**src/rtl/seg7_scan_decoder.sv**
```systemverilog
`default_nettype none
// ============================================================================
// Module   : seg7_scan_decoder
// Purpose  : Reads back a multiplexed active-low 7-seg bus and recovers the
//            hex digits shown, delivering complete frames over valid/ready.
// Options  : define SEG7_SCAN_ERRCNT_EN to add the 8-bit err_count output.
// Revision : 1.0 - initial release
// ============================================================================
module seg7_scan_decoder #(
    parameter int NUM_DIGITS    = 4,
    parameter int STABLE_CYCLES = 8
) (
    input  logic                    clk,
    input  logic                    resetN,
    input  logic [6:0]              seg_in,
    input  logic [NUM_DIGITS-1:0]   dig_sel_n,
    output logic [4*NUM_DIGITS-1:0] frame_data,
    output logic                    frame_valid,
    input  logic                    frame_ready,
    output logic                    bad_pattern,
    output logic                    overrun
`ifdef SEG7_SCAN_ERRCNT_EN
    ,
    output logic [7:0]              err_count
`endif
);

    localparam int SW = 7 + NUM_DIGITS;
    localparam int CW = $clog2(STABLE_CYCLES + 1);
    localparam logic [CW-1:0]         C_STABLE  = CW'(STABLE_CYCLES);
    localparam logic [CW-1:0]         C_CNT_ONE = CW'(1);
    localparam logic [NUM_DIGITS-1:0] C_SEL_ONE = NUM_DIGITS'(1);

    typedef enum logic [1:0] {
        S_IDLE    = 2'd0,
        S_SETTLE  = 2'd1,
        S_CAPTURE = 2'd2,
        S_HOLD    = 2'd3
    } state_t;

    state_t                    r_state;
    state_t                    w_state_nxt;
    logic [SW-1:0]             r_sample;
    logic [SW-1:0]             r_prev;
    logic [SW-1:0]             r_cap;
    logic [CW-1:0]             r_cnt;
    logic [CW-1:0]             w_cnt_nxt;
    logic                      w_cap_load;
    logic [4*NUM_DIGITS-1:0]   r_shadow;
    logic [NUM_DIGITS-1:0]     r_seen;
    logic [4*NUM_DIGITS-1:0]   r_frame;
    logic                      r_valid;
    logic                      r_bad;
    logic                      r_ovr;

    logic [NUM_DIGITS-1:0]     w_sel_act;
    logic                      w_onehot;
    logic                      w_same;
    logic [NUM_DIGITS-1:0]     w_cap_act;
    logic [4:0]                w_dec;
    logic                      w_legal;
    logic [3:0]                w_nib;
    logic                      w_do_cap;
    logic                      w_complete;
    logic                      w_load;

    function automatic logic [4:0] f_decode(input logic [6:0] seg);
        case (seg)
            7'h40:   f_decode = {1'b1, 4'h0};
            7'h79:   f_decode = {1'b1, 4'h1};
            7'h24:   f_decode = {1'b1, 4'h2};
            7'h30:   f_decode = {1'b1, 4'h3};
            7'h19:   f_decode = {1'b1, 4'h4};
            7'h12:   f_decode = {1'b1, 4'h5};
            7'h02:   f_decode = {1'b1, 4'h6};
            7'h78:   f_decode = {1'b1, 4'h7};
            7'h00:   f_decode = {1'b1, 4'h8};
            7'h18:   f_decode = {1'b1, 4'h9};
            7'h08:   f_decode = {1'b1, 4'hA};
            7'h03:   f_decode = {1'b1, 4'hB};
            7'h46:   f_decode = {1'b1, 4'hC};
            7'h21:   f_decode = {1'b1, 4'hD};
            7'h06:   f_decode = {1'b1, 4'hE};
            7'h0E:   f_decode = {1'b1, 4'hF};
            default: f_decode = 5'b0_0000;
        endcase
    endfunction

    assign w_sel_act  = ~r_sample[NUM_DIGITS-1:0];
    assign w_onehot   = (w_sel_act != '0) && ((w_sel_act & (w_sel_act - C_SEL_ONE)) == '0);
    assign w_same     = (r_sample == r_prev);
    assign w_cap_act  = ~r_cap[NUM_DIGITS-1:0];
    assign w_dec      = f_decode(r_cap[SW-1:NUM_DIGITS]);
    assign w_legal    = w_dec[4];
    assign w_nib      = w_dec[3:0];
    assign w_do_cap   = (r_state == S_CAPTURE);
    assign w_complete = &r_seen;
    assign w_load     = w_complete && (!r_valid || frame_ready);

    // Idle bus (segments dark, no digit selected) so the FSM starts clean.
    always_ff @(posedge clk or negedge resetN) begin
        if (!resetN) begin
            r_sample <= '1;
            r_prev   <= '1;
        end else begin
            r_sample <= {seg_in, dig_sel_n};
            r_prev   <= r_sample;
        end
    end

    always_ff @(posedge clk or negedge resetN) begin
        if (!resetN) begin
            r_state <= S_IDLE;
            r_cnt   <= '0;
            r_cap   <= '1;
        end else begin
            r_state <= w_state_nxt;
            r_cnt   <= w_cnt_nxt;
            if (w_cap_load) begin
                r_cap <= r_sample;
            end
        end
    end

    always_comb begin
        w_state_nxt = r_state;
        w_cnt_nxt   = r_cnt;
        w_cap_load  = 1'b0;
        case (r_state)
            S_IDLE: begin
                if (w_onehot) begin
                    w_state_nxt = S_SETTLE;
                    w_cnt_nxt   = C_CNT_ONE;
                end
            end
            S_SETTLE: begin
                if (!w_same) begin
                    if (w_onehot) begin
                        w_cnt_nxt = C_CNT_ONE;
                    end else begin
                        w_state_nxt = S_IDLE;
                    end
                end else begin
                    if (r_cnt < C_STABLE) begin
                        w_cnt_nxt = r_cnt + C_CNT_ONE;
                    end
                    // Count reaches the threshold on this edge: snapshot the stable sample.
                    if (r_cnt >= C_STABLE - C_CNT_ONE) begin
                        w_state_nxt = S_CAPTURE;
                        w_cap_load  = 1'b1;
                    end
                end
            end
            S_CAPTURE: begin
                w_state_nxt = S_HOLD;
            end
            S_HOLD: begin
                if (r_sample != r_cap) begin
                    w_state_nxt = S_IDLE;
                end
            end
            default: begin
                w_state_nxt = S_IDLE;
            end
        endcase
    end

    always_ff @(posedge clk or negedge resetN) begin
        if (!resetN) begin
            r_shadow <= '0;
            r_seen   <= '0;
            r_bad    <= 1'b0;
        end else begin
            r_bad <= w_do_cap && !w_legal;
            if (w_complete) begin
                r_seen <= '0;
            end else if (w_do_cap && w_legal) begin
                r_seen <= r_seen | w_cap_act;
            end
            for (int i = 0; i < NUM_DIGITS; i++) begin
                if (w_do_cap && w_legal && w_cap_act[i]) begin
                    r_shadow[4*i +: 4] <= w_nib;
                end
            end
        end
    end

    always_ff @(posedge clk or negedge resetN) begin
        if (!resetN) begin
            r_frame <= '0;
            r_valid <= 1'b0;
            r_ovr   <= 1'b0;
        end else begin
            if (w_load) begin
                r_frame <= r_shadow;
                r_valid <= 1'b1;
            end else begin
                if (w_complete) begin
                    r_ovr <= 1'b1;
                end
                if (r_valid && frame_ready) begin
                    r_valid <= 1'b0;
                end
            end
        end
    end

`ifdef SEG7_SCAN_ERRCNT_EN
    logic [7:0] r_err;

    always_ff @(posedge clk or negedge resetN) begin
        if (!resetN) begin
            r_err <= 8'h00;
        end else if (w_do_cap && !w_legal && (r_err != 8'hFF)) begin
            r_err <= r_err + 8'h01;
        end
    end

    assign err_count = r_err;
`endif

    assign frame_data  = r_frame;
    assign frame_valid = r_valid;
    assign bad_pattern = r_bad;
    assign overrun     = r_ovr;

endmodule
`default_nettype wire

```
**config.mk**
```make
export PLATFORM = sky130hd
export DESIGN_NAME = seg7_scan_decoder
export DESIGN_NICKNAME = d
export VERILOG_FILES = /design/src/rtl/seg7_scan_decoder.sv
export SDC_FILE = /design/constraint.sdc
export NUM_CORES = 1
export LEC_CHECK = 0
export BUFFER_PORTS_ARGS = -buffer_cell sky130_fd_sc_hd__buf_2
export CAP_MARGIN = 30
export CORE_MARGIN = 10
export CORE_UTILIZATION = 43
export CTS_BUF_LIST = sky130_fd_sc_hd__clkbuf_4
export DETAILED_ROUTE_END_ITERATION = 7
export PLACE_DENSITY = 0.71
export REMOVE_ABC_BUFFERS = 1
export SKIP_LAST_GASP = 1
export SYNTH_ARGS = -nofsm -noshare
export SYNTH_HDL_FRONTEND = slang
export SYNTH_SLANG_ARGS = --single-unit
```
**constraint.sdc**
```tcl
create_clock -name clk -period 5.46 [get_ports clk]
set_clock_uncertainty 0.15 [all_clocks]
set_input_delay 0 -clock clk [delete_from_list [all_inputs] [get_ports clk]]
set_output_delay 0 -clock clk [all_outputs]
set_load 0.02 [all_outputs]
```
# After elaboration in Yosys (flattened, before gate mapping)
# Cells that the tools add are included.
# W data, S select, Z words.
[op_classes]
order_cmp = 2
n_eq_ne = 25
muxes = 18
n_addsub = 2
bitwise = 5
n_reduce_logical = 23
[op_table]
columns = ["operator", "count"]
rows = [
  ["$pmux W5 S16", 1],
  ["$eq A7 B7 Y1 const B", 4],
  ["$eq A7 B5 Y1 const B", 3],
  ["$eq A7 B6 Y1 const B", 3],
  ["$mux W4", 5],
  ["$eq A7 B2 Y1 const B", 2],
  ["$eq A7 B4 Y1 const B", 2],
  ["$eq A11 B11 Y1", 1],
  ["$ne A11 B11 Y1", 1],
  ["$mux W2", 5],
  ["$logic_and A1 B1 Y1", 9],
  ["$ne A3 B3 Y1 const B", 3],
  ["$not A4 Y4", 2],
  ["$pmux W2 S4", 1],
  ["$pmux W4 S2", 1],
  ["$reduce_and A4 Y1", 2],
  ["$eq A7 B3 Y1 const B", 1],
  ["$logic_not A7 Y1", 1],
  ["$reduce_bool A2 Y1", 3],
  ["$mux W1", 5],
  ["$reduce_and A5 Y1", 1],
  ["$add A4 B1 Y4 const B", 1],
  ["$and A4 B4 Y4", 1],
  ["$eq A2 B2 Y1 const B", 2],
  ["other kinds (13)", 15],
]
[word_totals]
regBits = 78

# Logic depth before layout (Yosys ltp)
# Gate-level depths: netlist (run 1).
[depth]
depth_word = 8
ltp_mapped = 7
depth_no_buf = 5

# Least setup slack after synthesis (run 1)
# OpenSTA, ideal clock, no wires.
[synth_path]
path_type = "reg-to-reg"
startpoint = "register r_cap[5]"
endpoint = "register r_shadow[8]"
setup_ps = 125
arrival_time_ps = 1963
path_buffers = 1
t_required_ps = 5185
setup_slack_ps = 3223
path_stages_with_launch = 7
path_cell_list = "dfstp_2 buf_2 nor3b_1 a32oi_2 o41ai_4 o31ai_2 mux2_2"
[synth_between]
elab_chain_cells = 4
word_cells_on_any_way = 19
cone_classes = "eq/ne (15); mux (1); reduce/logical (3)"
[synth_lines]
columns = ["item", "line_no", "text"]
rows = [
  ["start, declared", "45", "logic [SW-1:0] r_cap;"],
  ["start signal, assigned", "120", "r_cap <= r_sample;"],
  ["$eq A7 B4 Y1 (tied with other cells)", "68", "case (seg)"],
  ["$pmux W5 S16 *", "68", ""],
  ["$logic_and A1 B1 Y1 (2 in series)", "181", "if (w_do_cap && w_legal && w_cap_act[i]) begin"],
  ["end signal, assigned by index", "182", "r_shadow[4*i +: 4] <= w_nib;"],
  ["end, declared", "49", "logic [4*NUM_DIGITS-1:0] r_shadow;"],
]
# Mark *: on every way between the ends. The rest lies on a longest branch, timed or not.
# A chain may end at the register's enable or synchronous reset.

# Worst setup path after layout (run 1)
[layout_path]
startpoint = "register r_sample[8]"
endpoint = "register r_cap[6]"
[layout_between]
elab_chain_cells = 3
[layout_lines]
columns = ["item", "line_no", "text"]
rows = [
  ["start, declared", "43", "logic [SW-1:0] r_sample;"],
  ["start signal, assigned", "106", "r_sample <= {seg_in, dig_sel_n};"],
  ["$eq A11 B11 Y1", "91", "assign w_same = (r_sample == r_prev);"],
  ["$mux W1", "137", "if (!w_same) begin"],
  ["$mux W1", "129", "case (r_state)"],
]
# No other way between the ends.

==> run summary, run 1 <==
Clock root buffer = clkbuf_4
Drt total wl = 6690 µm
Pre-antenna DRT Iters = 4
Worst setup SP type = flop
Vias/cell = 5.20
Pwr Density = 243 nW/µm²
Internal power consumption = 0.764 mW
Core area = 8130 µm²
RSZ-0062 raised after global routing = no
WS Path Type = flop to flop
Min Hold Slack = 0.0679 ns
Max_cap viols = 0
Flop pwr share = 61.0%
TritonCTS Buffers = 9
IO Pins = 33
Mean Syn Cell Area = 12.9 µm²
Final nets = 340
DR WL/cell = 15.4 µm
Worst path required time = 5.65 ns
Post-route antenna net violation count = 0
Slew HR = 33.6%
Leak = 1.88 nW
Slew @ Worst Pin = 0.990 ns
# resized after CTS = 0
Setup TNS = 0 ns
Dpl hpwl = 4620 µm
Syn Std Cell Area = 3580 µm²
Synthesized flop and latch total = 78
Clock power share = 34.3%
Initial antenna violation count = 0
Number of global-route vias before repair = 2,247
Worst setup EP type = flop
PortBufs = 32
FP Rows = 33
Switch Pwr = 0.232 mW
Drt drc = 0
Largest fanout on the critical path = 12
Die Y = 111 µm
Fmax = 0.343 GHz
Async SR Flop Fraction = 100%
Clk buf depth = 2
Gpl congestion = 0.781
Die area = 12,400 µm²
First-pass GRT wire length = 11,300 µm
Area grow syn2layout = 14.4%
Via count of the routed design = 2,262
Largest net degree at the start of global routing = 79
Clock transition at the registers of the reported paths = 0.12 ns
Die width = 111 µm
Starting Density = 44.0%
Initial DRC count = 136
Setup Viol. Count Final = 0
Layout cells sized above 1 = 39.4%
Min-Delay Path Class = primary input to flop
Clock Latency Late Sink = 0.42 ns
Yosys warns = 0
Post-synthesis sequential area ratio = 55.7%
Post-synth EDFFs = 0
Status = completed
Gate power share = 4.7%
Ant. Diodes = 0
CTS tree = done
CP arrival = 3.11 ns
CTS Sinks = 78
Total track usage = 10.9%
Final Slew Violations = 0
Peak VDD IR = 0.0000970 V
Fraction of power spent switching nets = 23.3%
Post-Syn Instances = 278
Distinct cells, synth = 57
Final hold vios = 0
Fin crit period = 2.91 ns
Top_reg_cell synth = dfrtp_1
CTS H-tree lvls = 3
Period utilisation layout = 53.4%
Grt ovf = 0
-- synthesized netlist by cell type, types with 2 or more instances --
library cell   n  area (µm²)
a21o_1         3        22.5
o21ai_0        7        35.0
o31ai_4        2        42.5
clkbuf_1       2        7.51
mux2_2        32         360
a21oi_1        6        30.0
nand2_1        8        30.0
buf_6          4        45.0
xor2_1        22         193
mux2_1         3        33.8
dfrtp_1       45        1130
nand4_1        4        25.0
nor4_1         7        43.8
o2bb2ai_1      2        17.5
nor4bb_1       2        20.0
o31ai_2        2        25.0
nor3b_1        4        30.0
a22o_1         2        17.5
a22o_2         2        20.0
dfstp_2       33         867
buf_2          3        15.0
a31oi_1        2        12.5
a21boi_0       4        30.0
a22oi_1        2        15.0
inv_1         17        63.8
nor2b_1        2        12.5
xnor2_1        2        17.5
nor2_1        12        45.0
nand2b_1       3        18.8
a2bb2oi_1      6        52.6
a31o_2         2        17.5
mux2i_1        2        20.0
nand3_1        5        25.0
-- area by class of cell --
type | instances | area [µm²]
fill | 743 | 4040
sequential | 78 | 1990
multi-input combinational | 171 | 1430
timing repair buffer | 48 | 338
tap | 105 | 131
clock buffer | 10 | 75.1
inverter | 17 | 63.8
clock inverter | 6 | 62.6
-- worst max-delay path: stages (launching register included) --
cell and delay (ns):
dfstp_2 0.59, xor2_1 0.07, nor4_1 0.42, nand4_1 0.31, nor3_2 0.87, mux2_2 0.42
-- kinds of logic (layout without fill, tap and decap cells) --
kind of cell	after synthesis	in the layout	share of synthesized area, %
flops	78	78	55.7
simple gates	55	55	8.64
compound gates	54	54	13.4
mux	37	37	11.6
buf+inv	29	81	4.37
xor+xnor	24	24	5.88
fa+ha+maj	1	1	0.350
-- layer usage --
| layer | part of all wire, % | wire, µm | vias to the layer above | track usage [%] |
|---|---|---|---|---|
| li1 | - | - | 1088 | - |
| met3 | 4.1 | 274 | 5 | 3.19 |
| met4 | 1.1 | 74 | 0 | 3.60 |
| met1 | 46 | 3070 | 1126 | 13.6 |
| met5 | 0 | 0 | - | 0 |
| met2 | 49 | 3270 | 43 | 17.4 |
-- flip-flops by register name (all words and copies together) (netlist names), named ones only --
signal / count
r_seen: 4
r_shadow: 16
r_sample: 11
r_cap: 11
overrun: 1
bad_pattern: 1
r_prev: 11
r_state: 1
frame_data: 16
frame_valid: 1
r_cnt: 4
-- metrics by stage --
step / power, mW / instance area, µm² / setup slack [ns] / util, % / std cells
floorplan: 0.633 / 3480 / 3.03 / - / 266
global placement: 0.654 / 3780 / 2.67 / 46.5 / 404
detailed placement: 0.655 / 3780 / 2.61 / 46.5 / 404
CTS: 1.00 / 4050 / 2.59 / 49.8 / 433
global route: 1.04 / 4090 / 2.33 / 50.3 / 435
finish: 0.995 / 4090 / 2.55 / 50.3 / 435
-- repair_timing --
item / in CTS / in global routing
hold endpoints to repair: 58 / 2
hold buffers: 13 / 1
setup endpoints to repair: 0 / 0
buffers inserted: 0 / 0
-- final timing paths --
kind,from,to,slack (ns),depth (start not counted)
worst max register to register,r_sample[8],r_cap[6],2.55,5
worst min-delay path,seg_in[0],r_sample[4],0.07,2
worst max-delay path,r_sample[8],r_cap[6],2.55,5
worst min register to register,r_sample[9],r_prev[9],0.24,0
max in group asynchronous,resetN,r_sample[0],4.28,4
min in group asynchronous,resetN,r_cap[8],0.49,3
-- power by group through the flow --
stage | Sequential (mW) | Clock (mW) | Combinational [mW]
after CTS | 0.608 | 0.351 | 0.0449
after detailed placement | 0.617 | 0 | 0.0375
after global placement | 0.617 | 0 | 0.0368
after global routing | 0.610 | 0.378 | 0.0525
after floorplan | 0.614 | 0 | 0.0183
final | 0.608 | 0.341 | 0.0468
-- cells in the final DEF, fill, tap and decap left out, drive strengths merged, types with 3 or more instances in the layout --
| cell | n |
|---|---|
| dfstp | 33 |
| mux2 | 35 |
| a21boi | 4 |
| xor2 | 22 |
| a2bb2oi | 6 |
| a21o | 3 |
| clkbuf | 10 |
| nand2b | 3 |
| nand3 | 5 |
| a22o | 4 |
| dlygate4sd3 | 14 |
| o21ai | 7 |
| inv | 17 |
| buf | 34 |
| nand2 | 8 |
| nor3b | 4 |
| nor2 | 13 |
| clkinv | 5 |
| o31ai | 5 |
| nand4 | 4 |
| a21oi | 6 |
| dfrtp | 45 |
| nor4 | 7 |
Note: power is estimated with default switching activity, not from simulation.
==> run 2: changes to the inputs <==
Settings changed: PLACE_DENSITY 0.71 to 0.73.
Clock period 5.46 ns to 2.4 ns, I/O delays scaled along.
==> run summary, run 2 (same netlist as run 1, synthesis figures left out) <==
Status = completed
Min Hold Slack = 0.0501 ns
Setup Viol. Count Final = 0
Max_cap viols = 0
# fillers = 673
Die Y = 111 µm
Clock root buffer = clkbuf_4
Peak VDD IR = 0.000291 V
Slew HR = 69.2%
Slowest stage delay, CP = 0.62 ns
Clock Latency Late Sink = 0.43 ns
Final Slew Violations = 0
Drt total wl = 6880 µm
Total track usage = 11.4%
RSZ-0062 raised after global routing = no
Setup TNS = 0 ns
Pwr Density = 552 nW/µm²
Post-Place Setup Slack = -0.0000226 ns
Min-Delay Path Class = primary input to flop
CTS tree = done
Power, Total = 2.39 mW
Fmax = 0.436 GHz
First-pass GRT wire length = 11,700 µm
Worst path required time = 2.57 ns
Pre-antenna DRT Iters = 4
CP Buf/Inv Count = 1
Worst Slack Setup Final = 0.109 ns
Grt ovf = 0
Leak = 2.00 nW
Ant. Diodes = 0
Via count of the routed design = 2,358
Slew @ Worst Pin = 0.460 ns
Fraction of power spent switching nets = 23.1%
Die area = 12,400 µm²
PortBufs = 32
Largest fanout on the critical path = 10
IO Pins = 33
Drt drc = 0
Most common cell after layout, fill and taps aside = dfrtp_1
Worst setup EP type = flop
CTS Sinks = 78
Gate power share = 4.9%
DR WL/cell = 15.1 µm
Worst path top cell family by delay = flip-flops
Number of global-route vias before repair = 2,339
Initial DRC count = 145
Fin crit period = 2.29 ns
Starting Density = 44.0%
Multi-input logic area = 1480 µm²
Final nets = 362
Clk buf depth = 2
Gpl congestion = 0.796
CTS H-tree lvls = 3
CP arrival = 2.46 ns
FP Rows = 33
Area grow syn2layout = 21.3%
Internal power consumption = 1.84 mW
Clock power share = 37.5%
Cell Chain, Critical Path = and2b_1 > a22oi_2 > o41ai_4 > buf_4 > o31ai_4 > mux2_2
Switch Pwr = 0.553 mW
Slowest-stage cell, CP = dfstp_2
Register area = 1990 µm²
Largest net degree at the start of global routing = 79
Final hold vios = 0
Worst setup SP type = flop
Most frequent cells in the layout = 45 x dfrtp_1, 33 x dfstp_2, 32 x mux2_2, 31 x buf_2, 24 x buf_4
Die width = 111 µm
Post-route antenna net violation count = 0
WS Path Type = flop to flop
Dpl hpwl = 4800 µm
Initial antenna violation count = 0
Layout cells sized above 1 = 44.6%
Vias/cell = 5.16
TritonCTS Buffers = 9
Clock transition at the registers of the reported paths = 0.13 ns
Flop pwr share = 57.6%
Period utilisation layout = 95.5%
Core area = 8130 µm²
## run 2: worst paths after layout
path | start | endpoint | slack [ns] | cells after the start
setup / recovery | r_cap[8] | r_shadow[8] | 0.11 | 6
hold / removal | seg_in[2] | r_sample[6] | 0.05 | 2
setup reg to reg | r_cap[8] | r_shadow[8] | 0.11 | 6
hold reg to reg | r_sample[6] | r_prev[6] | 0.26 | 0
max in group asynchronous | resetN | r_cap[1] | 1.21 | 4
min in group asynchronous | resetN | r_cap[10] | 0.48 | 3
## run 2: through the flow
stage               std cells  cell area (µm²)  util [%]
finish                    457             4340      53.3
global route              457             4340      53.3
CTS                       451             4210      51.8
detailed placement        422             3920      48.2
global placement          422             3920      48.2
floorplan                 266             3480         -
## run 2: layer usage
metal	GRT usage [%]	vias up	part of all wire, %
li1	-	1138	-
met1	14.9	1161	47
met2	17.0	50	47
met3	3.46	9	4.6
met4	4.71	0	1.6
met5	0	-	0
## run 2: final cells by class
| cell class | count | share of cell area (%) |
|---|---|---|
| Tap cell | 105 | 3.03 |
| Clock inverter | 7 | 2.22 |
| Timing Repair Buffer | 70 | 11.6 |
| Sequential cell | 78 | 45.9 |
| Inverter | 17 | 1.47 |
| Multi-Input combinational cell | 171 | 34.2 |
| Clock buffer | 9 | 1.56 |
## run 2: what timing repair did
action | CTS | global route
setup buffers | 0 | 4
pin swaps | 0 | 4
endpoints found under the hold margin | 58 | 2
resized for setup | 0 | 9
hold buffers | 13 | 1
endpoints found under the setup margin | 3 | 31
## run 2: power groups by stage
stage | Combinational (mW) | Clock (mW) | Sequential, mW
floorplan | 0.0415 | 0 | 1.40
global placement | 0.0918 | 0 | 1.40
detailed placement | 0.0939 | 0 | 1.40
CTS | 0.111 | 0.920 | 1.38
global route | 0.133 | 0.987 | 1.38
finish | 0.118 | 0.898 | 1.38
